<file path="src/rtl/util_io_test_seq.sv">
// Run-level sequencer for the util_io_test loopback tester: steps four half-bank
// phases per pass, pulses clear, settles, then accumulates a sticky fail map.
module util_io_test_seq #(
  parameter int unsigned IO_WIDTH       = 32,
  parameter int unsigned SETTLE_CYCLES  = 1024,
  parameter int unsigned OBSERVE_CYCLES = 2048,
  parameter int unsigned CLR_CYCLES     = 2
) (
  input  logic                clk,
  input  logic                rst,
  input  logic                start,
  input  logic                abort,
  input  logic [15:0]         cfg_pass_count,
  input  logic [IO_WIDTH-1:0] cfg_pattern,
  input  logic [31:0]         cfg_baud_div,
  output logic                test_en,
  output logic                test_clr,
  output logic                test_baud_load,
  output logic [31:0]         test_baud_div,
  output logic [IO_WIDTH-1:0] test_force_default,
  output logic [IO_WIDTH-1:0] test_io_default,
  input  logic [IO_WIDTH-1:0] test_state,
  input  logic                test_state_valid,
  output logic                busy,
  output logic                done,
  output logic                aborted,
  output logic [1:0]          phase,
  output logic [15:0]         pass_idx,
  output logic [IO_WIDTH-1:0] fail_map,
  output logic [3:0]          fail_phase,
  output logic                fail
);

  localparam int unsigned HALF = IO_WIDTH / 2;
  localparam logic [IO_WIDTH-1:0] LO_MASK = {{(IO_WIDTH - HALF){1'b0}}, {HALF{1'b1}}};
  localparam logic [IO_WIDTH-1:0] HI_MASK = ~LO_MASK;
  localparam logic [31:0] CLR_LOAD    = 32'(CLR_CYCLES - 1);
  localparam logic [31:0] SETTLE_LOAD = 32'(SETTLE_CYCLES - 1);
  localparam logic [31:0] OBS_LOAD    = 32'(OBSERVE_CYCLES - 1);

  typedef enum logic [2:0] {
    S_IDLE, S_SETUP, S_SETTLE, S_OBSERVE, S_NEXT, S_DONE
  } state_t;

  state_t              state;
  logic [31:0]         cnt;
  logic [15:0]         pass_total;
  logic [IO_WIDTH-1:0] pattern;
  logic [16:0]         pass_next;

  // Inactive half is forced; odd phases exercise the high half.
  function automatic logic [IO_WIDTH-1:0] force_of(input logic [1:0] ph);
    return ph[0] ? LO_MASK : HI_MASK;
  endfunction

  function automatic logic [IO_WIDTH-1:0] default_of(input logic [1:0] ph,
                                                     input logic [IO_WIDTH-1:0] pat);
    return ph[1] ? ~pat : pat;
  endfunction

  assign pass_next = {1'b0, pass_idx} + 17'd1;
  assign fail      = |fail_map;

  always_ff @(posedge clk) begin
    if (rst) begin
      state              <= S_IDLE;
      cnt                <= '0;
      pass_total         <= '0;
      pattern            <= '0;
      test_en            <= 1'b0;
      test_clr           <= 1'b0;
      test_baud_load     <= 1'b0;
      test_baud_div      <= '0;
      test_force_default <= '1;
      test_io_default    <= '0;
      busy               <= 1'b0;
      done               <= 1'b0;
      aborted            <= 1'b0;
      phase              <= '0;
      pass_idx           <= '0;
      fail_map           <= '0;
      fail_phase         <= '0;
    end else begin
      test_baud_load <= 1'b0;
      done           <= 1'b0;
      aborted        <= 1'b0;
      if (state != S_IDLE && abort) begin
        state    <= S_IDLE;
        aborted  <= 1'b1;
        busy     <= 1'b0;
        test_en  <= 1'b0;
        test_clr <= 1'b0;
      end else begin
        case (state)
          S_IDLE: begin
            if (start) begin
              pattern       <= cfg_pattern;
              pass_total    <= cfg_pass_count;
              test_baud_div <= cfg_baud_div;
              fail_map      <= '0;
              fail_phase    <= '0;
              pass_idx      <= '0;
              phase         <= '0;
              busy          <= 1'b1;
              if (cfg_pass_count == 16'd0) begin
                state <= S_DONE;
                done  <= 1'b1;
              end else begin
                state              <= S_SETUP;
                cnt                <= CLR_LOAD;
                test_en            <= 1'b1;
                test_clr           <= 1'b1;
                test_baud_load     <= 1'b1;
                test_force_default <= force_of(2'd0);
                test_io_default    <= default_of(2'd0, cfg_pattern);
              end
            end
          end
          S_SETUP: begin
            if (cnt == 32'd0) begin
              state    <= S_SETTLE;
              cnt      <= SETTLE_LOAD;
              test_clr <= 1'b0;
            end else begin
              cnt <= cnt - 32'd1;
            end
          end
          S_SETTLE: begin
            if (cnt == 32'd0) begin
              state <= S_OBSERVE;
              cnt   <= OBS_LOAD;
            end else begin
              cnt <= cnt - 32'd1;
            end
          end
          S_OBSERVE: begin
            if (test_state_valid) begin
              fail_map <= fail_map | test_state;
              if (|test_state) fail_phase[phase] <= 1'b1;
            end
            if (cnt == 32'd0) begin
              state <= S_NEXT;
              cnt   <= '0;
            end else begin
              cnt <= cnt - 32'd1;
            end
          end
          S_NEXT: begin
            if (phase != 2'd3) begin
              state              <= S_SETUP;
              cnt                <= CLR_LOAD;
              test_clr           <= 1'b1;
              phase              <= phase + 2'd1;
              test_force_default <= force_of(phase + 2'd1);
              test_io_default    <= default_of(phase + 2'd1, pattern);
            end else if (pass_next < {1'b0, pass_total}) begin
              state              <= S_SETUP;
              cnt                <= CLR_LOAD;
              test_clr           <= 1'b1;
              phase              <= 2'd0;
              pass_idx           <= pass_idx + 16'd1;
              test_force_default <= force_of(2'd0);
              test_io_default    <= default_of(2'd0, pattern);
            end else begin
              state   <= S_DONE;
              done    <= 1'b1;
              test_en <= 1'b0;
            end
          end
          S_DONE: begin
            state <= S_IDLE;
            busy  <= 1'b0;
          end
          default: state <= S_IDLE;
        endcase
      end
    end
  end

endmodule

</file>
<file path="config.mk">
export PLATFORM = sky130hd
export DESIGN_NAME = util_io_test_seq
export DESIGN_NICKNAME = d
export VERILOG_FILES = /design/src/rtl/util_io_test_seq.sv
export SDC_FILE = /design/constraint.sdc
export NUM_CORES = 1
export LEC_CHECK = 0
export ABC_AREA = 0
export BUFFER_PORTS_ARGS = -buffer_cell sky130_fd_sc_hd__buf_4
export CORE_MARGIN = 5
export CORE_UTILIZATION = 40
export CTS_BUF_LIST = sky130_fd_sc_hd__clkbuf_8
export CTS_CLUSTER_DIAMETER = 120
export DETAILED_ROUTE_END_ITERATION = 7
export GPL_TIMING_DRIVEN = 0
export MAX_ROUTING_LAYER = met4
export SYNTH_ARGS = -nofsm -noshare
export SYNTH_HDL_FRONTEND = slang
export SYNTH_SLANG_ARGS = --single-unit
</file>
<file path="constraint.sdc">
create_clock -name clk -period 4 [get_ports clk]
set_input_delay 0.2 -clock clk [delete_from_list [all_inputs] [get_ports clk]]
set_output_delay 0.2 -clock clk [all_outputs]
set_load 0.01 [all_outputs]
</file>
==> results.tsv <==
stage	metric	value	unit
placement	post-detail-place hpwl	26600	um
cells_and_area	share of layout cells above drive strength 1	23.2	%
hold_path	Hold Path End	done	
sta	Rel. slew slack	24.9	%
setup_path	Critical Path, Cell by Cell	nand4_1 -> nor3_1 -> nand3_1 -> xnor2_1 -> ha_1 -> nand3_1 -> nor3_1 -> a32oi_2 -> buf_4 -> nand4_1 -> clkbuf_1 -> a21oi_1 -> a21o_1	
drt	1st-iter DRT viols	635	
cells_and_area	n_diodes	0	
flow_run	MaxCap Viol Count	0	
sta	Final min period	3.66	ns
placement	Area after DPL	0.0124	mm^2
sta	Slew @ Worst Pin	1.12	ns
sta	Final setup viols	0	
cells_and_area	Post-Layout Inst Area	0.0143	mm^2
clocking	Bufs on Longest Clock Path	3	
hold_path	Worst Hold Depth	3	
hold_path	min-delay src	start	
floorplan	Die Wd	167	um
setup_path	reg2reg path depth	13	
clocking	later-pin clock latency in the skew report	0.55	ns
logic_synthesis	Seq/Total Area, Yosys	42.2	%
global_route	via count of the first global-routing pass	10400	
global_route	largest net degree at the start of global routing	18	
setup_path	WP data arrival	4.10	ns
logic_synthesis	synthesized instance count	1246	
drt	TritonRoute pass-1 iters	6	
placement	RD Place Congestion	0.971	
status	status	finished clean	
placement	PortBufs	272	
sta	Fmax achieved	273	MHz
cells_and_area	nets	1815	
sta	Clock Skews	0.0267	ns
setup_path	CP required	4.44	ns
global_route	initial antenna violation count	0	
cells_and_area	register area	0.00419	mm^2
cells_and_area	area grow syn2layout	43.8	%
sta	Hold Fails Final Rpt	0	
clocking	CTS buffer count	38	
logic_synthesis	Yosys warning total	0	
logic_synthesis	mean post-synth cell area	7.96	um^2
drt	Routed WL per cell	18.3	um
setup_path	Top delay family on crit path	simple AND/OR/NAND/NOR gates	
power_and_ir_drop	Pwr Total	9.04	mW
global_route	GRT overflow	0	
drt	Via-to-Cell Ratio	5.34	
sta	WHS	0.0337	ns
logic_synthesis	Yosys reg bits	209	
cells_and_area	Multi-input gate area	0.00508	mm^2
drt	final wirelength	37000	um
global_route	Total Routing Usage GR	25.6	%
setup_path	Critical Path Sink Type	flip-flop	
clocking	Clock Sink Count	209	
drt	# DRC	0	
setup_path	CP max stage cell	dfxtp_1	
logic_synthesis	Cell Area, Synth	0.00992	mm^2
clocking	CTS Root Cell	clkbuf_8	
logic_synthesis	Top FF cell, synth	dfxtp_1	
power_and_ir_drop	Pwr per Cell Area	634	mW/mm^2
floorplan	Core Area	0.0244	mm^2
setup_path	Setup CP Type	reg -> reg	
logic_synthesis	Post-synth EDFFs	0	
drt	ANT nets after route	0	
logic_synthesis	post-synthesis async set-or-reset flop share	0	%
hold_path	Hold Crit Class	in -> reg	
sta	Final period util	91.5	%
placement	worst slack at placement	-0.248	ns
setup_path	Worst path max stage delay	0.45	ns
floorplan	io pins	274	
floorplan	die height	167	um
power_and_ir_drop	Leakage	6.03	nW
cells_and_area	Fill cells	2279	
setup_path	RR Startpoint	pass_idx[5]	
clocking	H-tree depth reported by CTS	2	
global_route	first-pass GRT wire length	57300	um
setup_path	CP Max Fanout	10	
setup_path	reg-to-reg slack, setup	0.34	ns
sta	max-slew violations	0	
floorplan	Starting Density	40.7	%
clocking	CTS tree	yes	
logic_synthesis	Net Count, Synth	1385	
clocking	Worst-path clk slew	0.06	ns
logic_synthesis	Synth cell types	69	
floorplan	Die ar.	0.0280	mm^2
floorplan	FP Rows	57	
drt	via count	10800	
setup_path	Worst Path Buf+Inv	2	
cells_and_area	Core Util, Final	58.5	%
setup_path	RR Endpoint	pass_idx[8]	
sta	final worst slack	0.341	ns
power_and_ir_drop	maximum vdd drop	574	uV
setup_path	startpoint types	flip-flop	
[state kept, by name, indices dropped and copies added, names as in the netlist]
| register | count |
|---|---|
| aborted | 1 |
| busy | 1 |
| cnt | 32 |
| done | 1 |
| fail_map | 32 |
| fail_phase | 4 |
| pass_idx | 16 |
| pass_total | 16 |
| pattern | 32 |
| phase | 2 |
| state | 3 |
| test_baud_div | 32 |
| test_baud_load | 1 |
| test_clr | 1 |
| test_en | 1 |
| test_force_default | 2 |
| test_io_default | 32 |
[cells by family (layout without fill, tap and decap cells)]
logic type / count (synthesis) / after routing / share of synthesized area (%)
buffers and inverters: 142 / 595 / 6.89
AOI/OAI and AO/OA: 372 / 372 / 23.6
and+or+nand+nor: 457 / 457 / 20.6
xor gates and xnor gates: 41 / 41 / 3.62
DFF: 209 / 209 / 42.2
muxes: 2 / 2 / 0.202
adders and majority gates: 23 / 23 / 2.88
[where the power goes]
| part | total (mW) | switching [mW] | internal [mW] | leakage [nW] |
|---|---|---|---|---|
| Sequential | 2.85 | 0.356 | 2.50 | 1.71 |
| Clock | 1.92 | 0.907 | 1.01 | 0.414 |
| Combinational | 4.26 | 2.68 | 1.59 | 3.90 |
[Yosys cell counts (all sizes together), types with 14 or more instances]
cell    count  area, um^2
buf        48         330
a21oi     193         970
nand2     224         841
xnor2      35         307
dfxtp     209        4180
nor3       21         110
o41ai      34         317
ha         22         275
inv        28         105
nor2      110         418
o21ai      34         170
nand4      14        93.8
nor4       30         194
o211ai     41         308
clkbuf     65         244
[metrics by stage]
step / setup TNS [ns] / cells
after global routing: -0.0107 / 2023
final: 0 / 2023
after CTS: 0 / 2018
after global placement: -3.31 / 1842
after floorplan: 0 / 1246
after detailed placement: -4.11 / 1842
[cell usage in the layout (no fill, tap or decap), types with 6 or more instances in the layout]
| cell | netlist | layout |
|---|---|---|
| a21o_1 | 10 | 10 |
| o21ai_0 | 28 | 28 |
| o31ai_1 | 8 | 8 |
| clkbuf_1 | 65 | 62 |
| ha_1 | 22 | 22 |
| buf_4 | 32 | 310 |
| a31oi_1 | 9 | 9 |
| o41ai_1 | 33 | 31 |
| o21ai_1 | 6 | 6 |
| or2_2 | 6 | 6 |
| nand2b_1 | 10 | 10 |
| a21oi_1 | 192 | 192 |
| nor2_1 | 108 | 107 |
| buf_1 | 7 | 7 |
| nand4_1 | 13 | 13 |
| or3_1 | 6 | 6 |
| xnor2_1 | 35 | 35 |
| dlygate4sd3_1 | 0 | 112 |
| dfxtp_1 | 209 | 208 |
| buf_2 | 6 | 6 |
| nand2_1 | 224 | 224 |
| nand3_1 | 12 | 11 |
| o211ai_1 | 41 | 41 |
| inv_1 | 27 | 42 |
| nor4_1 | 29 | 29 |
| nor3_1 | 20 | 20 |
| clkbuf_8 | 0 | 45 |
| a311oi_1 | 11 | 11 |
| xor2_1 | 6 | 6 |
[cell type report]
| class | count | area share, % |
|---|---|---|
| inverters | 29 | 0.763 |
| plain buffers | 113 | 4.05 |
| multi-input cells | 895 | 35.6 |
| clock inverters | 18 | 0.561 |
| clock buffers | 45 | 4.34 |
| flip-flops and latches | 209 | 29.3 |
| repair buffers | 390 | 22.5 |
| well taps | 324 | 2.84 |
[worst reg2reg max path, stage by stage, from the launching register on]
cell and delay, ns:
dfxtp_1 0.45, nand4_1 0.30, nor3_1 0.37, nand3_1 0.18, xnor2_1 0.17, ha_1 0.30
nand3_1 0.13, nor3_1 0.26, a32oi_2 0.20, buf_4 0.17, nand4_1 0.32, clkbuf_1 0.46
a21oi_1 0.09, a21o_1 0.17
[worst max path at each step]
stage / from / to / slack (ns) / cells past startpoint
2_1_floorplan: pass_idx[0] / test_io_default[22] / 0.56 / 15
3_3_place_gp: pass_idx[0] / cnt[10] / -0.22 / 13
3_5_place_dp: pass_idx[0] / cnt[10] / -0.25 / 14
4_1_cts: pass_idx[0] / test_io_default[2] / 0.11 / 15
5_1_grt: pass_idx[5] / pass_idx[13] / -0.005 / 13
6_report: pass_idx[5] / pass_idx[8] / 0.34 / 13
[routing by layer]
layer  track usage, %  share of wire, %  up-vias
li1                 -                 -     5281
met1             31.8                41     4992
met2             41.4                47      460
met3             6.06               8.4       76
met4             7.90               3.1        0
met5                -                 0        -
[repair_timing]
| action | CTS | global route |
|---|---|---|
| hold buffers | 112 | 0 |
| endpoints found under the setup margin | 61 | 74 |
| cloned | 0 | 0 |
| pin swaps | 1 | 2 |
| buffers inserted | 1 | 5 |
| gates resized for setup | 3 | 9 |
| endpoints found under the hold margin | 126 | 0 |
(Power assumes the default switching activity.)
